$ cat src/rtl/pc_fetch_pkg.sv
// Shared constants and types for the fetch/next-PC stage.
package pc_fetch_pkg;

  localparam logic [3:0] OP_B   = 4'hC;
  localparam logic [3:0] OP_BR  = 4'hD;
  localparam logic [3:0] OP_HLT = 4'hF;

  typedef enum logic [2:0] {
    CC_NE = 3'b000,
    CC_EQ = 3'b001,
    CC_GT = 3'b010,
    CC_LT = 3'b011,
    CC_GE = 3'b100,
    CC_LE = 3'b101,
    CC_OV = 3'b110,
    CC_UN = 3'b111
  } ccc_t;

  typedef enum logic [1:0] {
    FETCH  = 2'd0,
    STALL  = 2'd1,
    HALTED = 2'd2
  } fetch_state_t;

  localparam int unsigned PC_INC_DEF = 2;

endpackage

$ cat src/rtl/branch_cond_eval.sv
// Branch condition evaluation: ccc code against {Z,V,N} flags.
module branch_cond_eval
  import pc_fetch_pkg::*;
(
  input  logic [2:0] ccc,
  input  logic [2:0] flags,
  output logic       taken
);

  logic z, v, n;

  assign z = flags[2];
  assign v = flags[1];
  assign n = flags[0];

  // Decode the condition code into a taken decision
  always_comb begin
    taken = 1'b0;
    case (ccc)
      CC_NE:   taken = ~z;
      CC_EQ:   taken = z;
      CC_GT:   taken = ~z & ~n;
      CC_LT:   taken = n;
      CC_GE:   taken = z | ~n;
      CC_LE:   taken = n | z;
      CC_OV:   taken = v;
      CC_UN:   taken = 1'b1;
      default: taken = 1'b0;
    endcase
  end

endmodule

$ cat src/rtl/pc_fetch_ctrl.sv
// Next-PC and fetch sequencing stage with one-entry stall buffer and sticky halt.
// Optional feature macro: FETCH_PERF_CNT_EN (adds perf_taken / perf_stall counters).
module pc_fetch_ctrl
  import pc_fetch_pkg::*;
#(
  parameter int unsigned PC_W    = 16,
  parameter int unsigned INSTR_W = 16,
  parameter int unsigned PC_INC  = PC_INC_DEF
) (
  input  logic               clk,
  input  logic               rst,
  input  logic [PC_W-1:0]    pc_current,
  output logic [PC_W-1:0]    pc_new,
  output logic               imem_req,
  input  logic               imem_ready,
  input  logic [INSTR_W-1:0] instr,
  input  logic [2:0]         flags,
  input  logic [PC_W-1:0]    br_reg,
  input  logic               stall,
  output logic [INSTR_W-1:0] instr_out,
  output logic               instr_valid,
  output logic               halted
`ifdef FETCH_PERF_CNT_EN
  ,
  output logic [15:0]        perf_taken,
  output logic [15:0]        perf_stall
`endif
);

  fetch_state_t       state, state_next;
  logic               buf_valid;
  logic [INSTR_W-1:0] buf_instr;
  logic [INSTR_W-1:0] cur_instr;
  logic [3:0]         op;
  logic [2:0]         ccc;
  logic [8:0]         imm9;
  logic               cond_true;
  logic               consume;
  logic               buf_load;
  logic [PC_W-1:0]    seq_pc;
  logic [PC_W-1:0]    br_off;

  // While the buffer holds an instruction, it is the one being decided on
  assign cur_instr = buf_valid ? buf_instr : instr;
  assign op        = cur_instr[15:12];
  assign ccc       = cur_instr[11:9];
  assign imm9      = cur_instr[8:0];
  assign seq_pc    = pc_current + PC_W'(PC_INC);
  assign br_off    = {{(PC_W-10){imm9[8]}}, imm9, 1'b0};

  branch_cond_eval u_cond (
    .ccc   (ccc),
    .flags (flags),
    .taken (cond_true)
  );

  // Next-state, handshake and next-PC selection
  always_comb begin
    state_next = state;
    pc_new     = pc_current;
    imem_req   = 1'b0;
    consume    = 1'b0;
    buf_load   = 1'b0;
    case (state)
      FETCH: begin
        imem_req = 1'b1;
        if (imem_ready) begin
          if (stall) begin
            buf_load   = 1'b1;
            state_next = STALL;
          end else begin
            consume = 1'b1;
          end
        end
      end
      STALL: begin
        if (!stall) begin
          consume    = 1'b1;
          state_next = FETCH;
        end
      end
      HALTED: ;
      default: state_next = FETCH;
    endcase
    // HLT overrides the STALL->FETCH return so a buffered HLT still halts
    if (consume) begin
      case (op)
        OP_HLT: begin
          pc_new     = pc_current;
          state_next = HALTED;
        end
        OP_B:    pc_new = cond_true ? (seq_pc + br_off) : seq_pc;
        OP_BR:   pc_new = cond_true ? br_reg : seq_pc;
        default: pc_new = seq_pc;
      endcase
    end
  end

  // State, buffer and decode-side output registers
  always_ff @(posedge clk) begin
    if (rst) begin
      state       <= FETCH;
      buf_valid   <= 1'b0;
      buf_instr   <= '0;
      instr_out   <= '0;
      instr_valid <= 1'b0;
      halted      <= 1'b0;
    end else begin
      state       <= state_next;
      instr_valid <= consume;
      halted      <= (state_next == HALTED);
      if (consume) begin
        instr_out <= cur_instr;
      end
      if (buf_load) begin
        buf_valid <= 1'b1;
        buf_instr <= instr;
      end else if (consume) begin
        buf_valid <= 1'b0;
      end
    end
  end

`ifdef FETCH_PERF_CNT_EN
  logic taken;

  assign taken = consume && ((op == OP_B) || (op == OP_BR)) && cond_true;

  // Saturating taken-branch and stall-cycle counters
  always_ff @(posedge clk) begin
    if (rst) begin
      perf_taken <= '0;
      perf_stall <= '0;
    end else begin
      if (taken && (perf_taken != '1)) begin
        perf_taken <= perf_taken + 16'd1;
      end
      if ((state == STALL) && (perf_stall != '1)) begin
        perf_stall <= perf_stall + 16'd1;
      end
    end
  end
`endif

endmodule

$ cat config.mk
export PLATFORM = sky130hd
export DESIGN_NAME = pc_fetch_ctrl
export DESIGN_NICKNAME = d
export VERILOG_FILES = /design/src/rtl/pc_fetch_pkg.sv /design/src/rtl/branch_cond_eval.sv /design/src/rtl/pc_fetch_ctrl.sv
export SDC_FILE = /design/constraint.sdc
export NUM_CORES = 1
export LEC_CHECK = 0
export CAP_MARGIN = 20
export CORE_MARGIN = 2
export CORE_UTILIZATION = 29
export CTS_BUF_LIST = sky130_fd_sc_hd__clkbuf_8
export CTS_CLUSTER_DIAMETER = 150
export DETAILED_ROUTE_END_ITERATION = 16
export GPL_TIMING_DRIVEN = 0
export SETUP_SLACK_MARGIN = 0.15
export SLEW_MARGIN = 10
export SYNTH_ARGS = -nofsm -noshare
export SYNTH_HDL_FRONTEND = slang
export SYNTH_SLANG_ARGS = --single-unit
export TNS_END_PERCENT = 100
$ cat constraint.sdc
create_clock -name clk -period 4.03 [get_ports clk]
set_clock_uncertainty 0.2 [all_clocks]
set_input_delay 0.806 -clock clk [delete_from_list [all_inputs] [get_ports clk]]
set_output_delay 0.806 -clock clk [all_outputs]
set_load 0.02 [all_outputs]
==> results of run 1 <==
==> path summary, 6_finish.rpt <==
| check | start | end | slack (ns) | cells after the start |
|---|---|---|---|---|
| worst max-delay path | pc_current[1] | pc_new[13] | -0.37 | 15 |
| worst min-delay path | buf_instr[11] | buf_instr[11] | 0.26 | 2 |
| worst max register to register | buf_valid | state[1] | 1.68 | 10 |
| worst min register to register | buf_instr[11] | buf_instr[11] | 0.26 | 2 |
==> flip-flops by register name (all words and copies together) (netlist names) <==
name,flops
state,2
halted,1
buf_instr,16
instr_valid,1
instr_out,16
buf_valid,1
==> stage by stage <==
step | instance area [µm²] | cells | power, mW | worst slack (ns) | hold slack [ns]
finish | 5350 | 708 | 1.37 | -0.366 | 0.256
CTS | 4970 | 698 | 1.28 | -0.584 | 0.257
floorplan | 3310 | 429 | 0.745 | -0.0704 | 0.233
detailed placement | 4340 | 655 | 0.936 | -1.55 | 0.247
global placement | 4340 | 655 | 0.929 | -1.52 | 0.239
global route | 5350 | 708 | 1.45 | -0.519 | 0.273
==> timing repair <==
action,in CTS,in global routing
buffers inserted,35,10
hold endpoints to repair,0,0
pin swaps,48,33
endpoints found under the setup margin,16,16
cloned,0,0
hold buffers,0,0
resized for setup,170,71
==> layer usage <==
layer | routed length [µm] | GRT usage | vias to the layer above
met2 | 6010 | 0.339 | 126
li1 | - | - | 1834
met1 | 4980 | 0.240 | 1748
met5 | 0 | 0 | -
met4 | 302 | 0.0623 | 0
met3 | 645 | 0.0395 | 21
==> power groups by stage <==
stage                     registers [mW]  logic (mW)  clock network [mW]
after floorplan                    0.417       0.328                   0
after CTS                          0.399       0.624               0.259
after detailed placement           0.407       0.529                   0
after global placement             0.406       0.523                   0
after global routing               0.401       0.770               0.281
final                              0.399       0.718               0.254
==> cells in the final DEF, fill, tap and decap left out, types with 4 or more instances in the layout <==
cell type,synthesis,routed
sky130_fd_sc_hd__a211oi_1,13,9
sky130_fd_sc_hd__a21o_1,6,6
sky130_fd_sc_hd__a21oi_1,43,39
sky130_fd_sc_hd__a21oi_2,0,4
sky130_fd_sc_hd__a221o_1,5,5
sky130_fd_sc_hd__a222oi_1,4,4
sky130_fd_sc_hd__and3_4,0,4
sky130_fd_sc_hd__buf_2,4,4
sky130_fd_sc_hd__buf_4,0,49
sky130_fd_sc_hd__buf_6,3,13
sky130_fd_sc_hd__clkbuf_1,17,11
sky130_fd_sc_hd__clkbuf_2,0,8
sky130_fd_sc_hd__clkbuf_8,0,5
sky130_fd_sc_hd__clkdlybuf4s50_1,0,50
sky130_fd_sc_hd__dfxtp_1,37,36
sky130_fd_sc_hd__dlygate4sd2_1,0,8
sky130_fd_sc_hd__dlymetal6s2s_1,0,4
sky130_fd_sc_hd__ha_4,0,12
sky130_fd_sc_hd__inv_1,10,6
sky130_fd_sc_hd__mux2_2,10,6
sky130_fd_sc_hd__mux2_4,3,7
sky130_fd_sc_hd__mux2i_1,8,5
sky130_fd_sc_hd__mux2i_4,0,4
sky130_fd_sc_hd__nand2_1,60,59
sky130_fd_sc_hd__nand3_1,10,8
sky130_fd_sc_hd__nand4_1,5,5
sky130_fd_sc_hd__nor2_1,56,47
sky130_fd_sc_hd__nor2_2,1,8
sky130_fd_sc_hd__nor3_1,10,9
sky130_fd_sc_hd__o21a_1,4,4
sky130_fd_sc_hd__o21ai_0,11,6
sky130_fd_sc_hd__o21ai_1,10,6
sky130_fd_sc_hd__o21ai_2,0,7
sky130_fd_sc_hd__xnor2_1,18,9
sky130_fd_sc_hd__xnor2_2,0,9
==> cells by family (layout without fill, tap and decap cells) <==
group | count (synthesis) | in the layout | synth area share
xor gates and xnor gates | 23 | 23 | 0.0629
DFF | 37 | 37 | 0.231
muxes | 22 | 22 | 0.0786
buffers and inverters | 37 | 176 | 0.0555
and+or+nand+nor | 166 | 166 | 0.233
AOI/OAI and AO/OA | 126 | 126 | 0.266
adders and majority gates | 18 | 18 | 0.0727
==> critical path: stages <==
cell and delay (ns):
sky130_fd_sc_hd__buf_12 0.10, sky130_fd_sc_hd__buf_4 0.14, sky130_fd_sc_hd__ha_1 0.18, sky130_fd_sc_hd__and2_4 0.17, sky130_fd_sc_hd__xor2_2 0.16, sky130_fd_sc_hd__ha_2 0.21, sky130_fd_sc_hd__buf_4 0.16, sky130_fd_sc_hd__o41ai_4 0.41
sky130_fd_sc_hd__o21ai_2 0.14, sky130_fd_sc_hd__buf_4 0.17, sky130_fd_sc_hd__o41ai_4 0.23, sky130_fd_sc_hd__xnor2_1 0.16, sky130_fd_sc_hd__o211ai_1 0.10, sky130_fd_sc_hd__nand4_1 0.11, sky130_fd_sc_hd__buf_6 0.13
==> synth_stat cells, types with 5 or more instances <==
library cell | count | share of area
sky130_fd_sc_hd__nor3_1 | 10 | 0.016
sky130_fd_sc_hd__dfxtp_1 | 37 | 0.23
sky130_fd_sc_hd__nor2b_1 | 5 | 0.0098
sky130_fd_sc_hd__a221o_1 | 5 | 0.016
sky130_fd_sc_hd__a21oi_1 | 43 | 0.067
sky130_fd_sc_hd__a221oi_1 | 6 | 0.016
sky130_fd_sc_hd__xor2_1 | 5 | 0.014
sky130_fd_sc_hd__nand2_1 | 60 | 0.070
sky130_fd_sc_hd__nand4_1 | 5 | 0.0098
sky130_fd_sc_hd__o21ai_1 | 10 | 0.016
sky130_fd_sc_hd__a21o_1 | 6 | 0.014
sky130_fd_sc_hd__a211oi_1 | 13 | 0.030
sky130_fd_sc_hd__clkbuf_1 | 17 | 0.020
sky130_fd_sc_hd__ha_1 | 17 | 0.066
sky130_fd_sc_hd__o21ai_0 | 11 | 0.017
sky130_fd_sc_hd__xnor2_1 | 18 | 0.049
sky130_fd_sc_hd__nand3_1 | 10 | 0.016
sky130_fd_sc_hd__and3_1 | 6 | 0.012
sky130_fd_sc_hd__mux2_2 | 10 | 0.035
sky130_fd_sc_hd__nor2_1 | 56 | 0.066
sky130_fd_sc_hd__mux2i_1 | 8 | 0.025
sky130_fd_sc_hd__inv_1 | 10 | 0.012
==> cell type report <==
type	instances	area [µm²]	share of cell area
clock inverters	3	17.5	0.00328
well taps	140	175	0.0328
multi-input cells	355	2900	0.543
plain buffers	27	211	0.0396
flip-flops and latches	37	742	0.139
clock buffers	5	68.8	0.0129
inverters	10	40.0	0.00749
repair buffers	131	1190	0.222
==> run summary, run 1 <==
The run finished, with violations left. The checks that failed: setup timing. In the routed design, unresolved DRC markers number 0.

For this run, the post-layout net count is 640. The setup slack after layout is -0.366 ns. The leakage power total is 2.07 nW. The count of TritonRoute iterations in the first routing pass came out at 4. The type of the tightest min-delay check is reg2reg. The number of antenna diodes in the final layout is 0.

The longest clock path from root to sink contains 2 buffers. The ratio of final minimum period to clock period is 1.09. In this run the tightest slew margin relative to its limit is 0.537. The cell sitting at the root of the clock tree is a sky130_fd_sc_hd__clkbuf_8. The global routing usage summed across all routing layers came out at 0.195. The number of distinct standard cells referenced by the synthesized netlist came out at 56. The starting density of the core is 0.297. The die is roughly 110 µm tall. For this run, the share of the core covered by cells in the final layout is 0.495. The endpoint class of the critical path is an output port. The summed negative setup slack over all endpoints came out at -2.46 ns. The number of global-route vias before repair was 3644. The clock network fraction of total power came out at 0.185.

The number of setup violations in the final report came out at 12. The number of standard-cell rows in the floorplan came out at 38. The max-slew violation count is 0. The final HPWL from detailed placement came out at 8480 µm. TritonCTS built the clock tree. Of the total power, the share spent switching nets is 0.369. The maximum fanout along the worst path is 6. Compared with the post-synthesis result, the final layout area differs by 67.0%. At the end of routability-driven placement, the weighted congestion stood at 0.919.

The net count after synthesis came out at ~500. The share of power burned in combinational logic is 0.523. The clock transition time at the flip-flop clock pins of the worst setup and hold paths is 0.07 ns.

The cell area that synthesis handed to floorplanning was 3200 µm². The global-route congestion overflow total came out at 0. Setup repair after global routing could not meet its margin everywhere. The routed wire length per instance came out at 16.9 µm.

The portion of total power attributed to sequential cells is 0.291. The number of synthesis warnings is 0. The total net switching power came out at around 510 µW. For this run, asynchronously set or reset flops after synthesis account for 0.

The initial antenna violation count is 0. The area of the core is 10800 µm². The clock insertion delay at the later pin of the skew report is 0.29 ns. The via density per instance is 5.27. The smallest clock period supported by the final layout is computed as 4.40 ns. The hold violation count in the final report came out at 0. The fmax came out at 227 MHz. The transition at the pin with the smallest max-transition slack came out at just under 0.7 ns. The share of final-layout standard cells stronger than drive strength 1 is 0.343.

The die area is 11900 µm². The largest net degree at the start of global routing is 13. The total CTS buffers is 5. The wire length of the first global-routing pass is ~18000 µm. The total number of H-tree levels came out at 2.

The classification of the worst setup path is in2out. The internal power is 866 µW. The post-synthesis register bit count came out at 37.

The die is 109 µm wide. 90 I/O pins were placed. The proportion of synthesized chip area in sequential cells came out at 0.231.

The startpoint type of the worst setup path is a primary input. The wire length after detailed routing is 11900 µm. The number of enable flip-flop cells after synthesis is 0. Counting every sink on the clock net gives 37. The critical path arrival came out at 3.39 ns. The count of vias placed by the detailed router is roughly 3700. The total of max-cap violations came out at 0.

The detailed router finished its first iteration with 190 violations. Fill cells in the final layout number ~1000. The power per standard cell area came out at 257 nW/µm². The largest voltage drop on the vdd net came out at 149 µV.

For this run, the leading register cell type out of synthesis is sky130_fd_sc_hd__dfxtp_1. The remaining antenna violation count came out at 0. The average size of a mapped cell is roughly 7.5 µm². Buffers placed on the I/O ports in this run total 86. At the worst endpoint, the required time is 3.02 ns. Counting every instance in the synthesized netlist gives 429.
No activity file was read; power rests on OpenSTA's default activity.
==> inputs of run 2 (changes only) <==
--- a/config.mk
+++ b/config.mk
@@ -11,7 +11,6 @@
 export CTS_BUF_LIST = sky130_fd_sc_hd__clkbuf_8
 export CTS_CLUSTER_DIAMETER = 150
 export DETAILED_ROUTE_END_ITERATION = 16
-export GPL_TIMING_DRIVEN = 0
 export SETUP_SLACK_MARGIN = 0.15
 export SLEW_MARGIN = 10
 export SYNTH_ARGS = -nofsm -noshare
==> run summary, run 2 (synthesis gave the netlist of run 1 again) <==
The run finished, with violations left. The checks that failed: setup timing. The tightest min-delay check is of the reg2reg type. CTS built an H-tree with a depth of 2. In this run the critical register-to-register path is launched from state[0]. The final route contains 3980 vias. Setup repair after global routing could not meet its margin everywhere. The ratio of final minimum period to clock period is 1.06. For the worst flop-to-flop path, the logic depth is 7. The max-slew violation count is 0. The signal on the critical path passes through buf_6, mux2_4, ha_4, inv_2, fa_2, nor2b_4, o31a_1, o41ai_4, o21ai_4, o21ai_2, xnor2_2, mux2i_1, a221o_1, buf_6.

The fmax is ~230 MHz. The area added between synthesis and finish came out at 93.4%. Counting the buffers created by CTS gives 5. The initial utilization of the core area, before any placement, comes to 0.297. At the placement stage, the worst setup path has a slack of -1.23 ns.

The shortest clock period the worst path allows after layout came out at between 4 and 5 ns. The fraction of the core area covered by cells at the end of the flow came out at 0.574. The net count of the finished layout came out at around 720. Summing all multi-input logic gate instances after layout gives 3050 µm². The overall die height is 109 µm. Leaving out fill and tap cells, the most frequent cell in the layout is sky130_fd_sc_hd__buf_4. The clock passes through at most 2 buffers.

The total of max-cap violations is 0. The first TritonRoute pass finished after 4 iterations. The wire length of the first global-routing pass came out at 18500 µm. Tracing the worst setup path back leads to its startpoint at instr[0]. Measured along the x axis, the die boundary spans 109 µm. The max-slew headroom at the worst pin is 0.487. In the final layout, the registers with the most flip-flops are buf_instr x16, instr_out x16, state x2.

The routed wire length per instance is approximately 16 µm. The startpoint type of the worst setup path is a primary input. The violation count after the first detailed-routing iteration came out at roughly 190. The biggest cell delay along the critical path is roughly 0.34 ns.

The endpoint class of the critical path is an output port. The number of antenna repair diodes came out at 0. The number of placed cells counting well taps is ~730. The classification of the worst setup path is in2out. The boundary pin count came out at 90. The summed negative setup slack over all endpoints is -1.24 ns. The number of port buffers came out at 89. After clock tree synthesis, the flow added hold-fix buffers numbering 0. At the worst endpoint, the arrival time is 3.26 ns. The global routing usage summed across all routing layers came out at 0.198. The cell area after layout is 6190 µm². The count of unresolved DRC violations after routing is 0.

The number of filler cells placed in the layout came out at 924. The clock insertion delay at the later pin of the skew report is 0.28 ns. The hold violation count in the final report was 0.

The number of global-route vias before repair came out at 3768. The required arrival time at the worst endpoint is ~3 ns. The hold slack came out at about 0.26 ns. The die area is 11900 µm².

The area of the core is 10800 µm². In this run the critical register-to-register path is captured at instr_out[15]. The largest net degree at the start of global routing came out at 38. The transition at the pin with the smallest max-transition slack is ~0.77 ns.

The global-route congestion overflow total came out at 0. The cell sitting at the root of the clock tree is a sky130_fd_sc_hd__clkbuf_8. The busiest layer in global routing is met2. Clock-pin slew was measured on the worst setup and hold paths at 0.07 ns. The sequential cell area is 744 µm².

Routability-driven placement finished with a final weighted congestion of 0.858. The final HPWL from detailed placement is 8730 µm. Once detail routing completed, the nets flagged for antenna violations numbered 0.

The power per standard cell area is 245 nW/µm². The total chip power came out at 1.51 mW. The last element of the critical path is pc_new[15].

The slack of the worst reg-to-reg path is 1.87 ns. In this run the static leakage power is ~2.6 nW. The share of final-layout standard cells stronger than drive strength 1 came out at 0.463.

In the routed layout, each cell is associated on average with a via count of 5.08. In the layout the commonest cells are sky130_fd_sc_hd__buf_4, sky130_fd_sc_hd__nand2_1, sky130_fd_sc_hd__clkdlybuf4s50_1. CTS saw 37 sinks. The number of cells in the finished layout apart from fillers is 783. Setup violations remaining at the end of the flow were counted as 8. The number of standard-cell rows in the floorplan is 38. The maximum fanout along the worst path is 3. TritonCTS built the clock tree.

Counting stages on the worst path, the most repeated cell is sky130_fd_sc_hd__buf_6. The initial antenna violation count is 0. The placement-stage cell area came out at 5000 µm². The routing usage on met2 came out at 0.336. The cell type of the slowest stage on the worst timing path is sky130_fd_sc_hd__o41ai_4. IR analysis of the VDD net gives a maximum drop of 170 µV. Setup slack on the critical path of the routed design comes to -0.237 ns.

The met1 global-route usage is 0.256. The met3 track demand over resource in global routing came out at 0.0305. After detailed routing, the total wire length is 12500 µm.
## run 2: changes by cell type in the layout (fill, tap and decap cells not counted), moves of 5 or more
cell | before | now
sky130_fd_sc_hd__dlymetal6s2s_1 | 4 | 9
sky130_fd_sc_hd__clkbuf_1 | 11 | 0
sky130_fd_sc_hd__buf_4 | 49 | 130
sky130_fd_sc_hd__buf_6 | 13 | 25
## run 2: layout make-up
class | count | area share
Clock buffer | 5 | 0.0111
Tap cell | 140 | 0.0283
Timing Repair Buffer | 234 | 0.336
Inverter | 10 | 0.00606
Sequential cell | 37 | 0.120
Clock inverter | 2 | 0.00566
Multi-Input combinational cell | 355 | 0.492
## run 2: repair_timing
item / in CTS / in global routing
setup buffers: 18 / 27
pin swaps: 52 / 70
gates cloned: 0 / 0
gates resized for setup: 166 / 121
setup endpoints to repair: 16 / 16
## run 2: critical path, delay by kind of cell
family,cells,cell delay (ns)
mux,2,0.38
buf+inv,3,0.28
fa+ha+maj,2,0.38
xor+xnor,1,0.13
compound gates,5,1.24
simple gates,1,0.05
## run 2: how the worst min path moves through the flow
stage,slack (ns),cells past startpoint,from,end
detailed placement,0.25,2,buf_instr[8],buf_instr[8]
global route,0.27,2,buf_instr[0],buf_instr[0]
global placement,0.24,2,buf_instr[5],buf_instr[5]
CTS,0.26,2,buf_instr[0],buf_instr[0]
finish,0.26,2,buf_instr[4],buf_instr[4]
floorplan,0.23,2,buf_instr[0],buf_instr[0]
## run 2: where the power goes
part	leakage, nW	switching [mW]	internal (mW)	total, mW
logic	2.26	0.381	0.430	0.810
registers	0.304	0.0133	0.385	0.399
clock network	0.0540	0.126	0.180	0.305
## run 2: routing by layer
metal | part of all wire | routed length, µm
met1 | 0.43 | 5380
met2 | 0.50 | 6330
met3 | 0.044 | 546
met4 | 0.022 | 281
met5 | 0 | 0
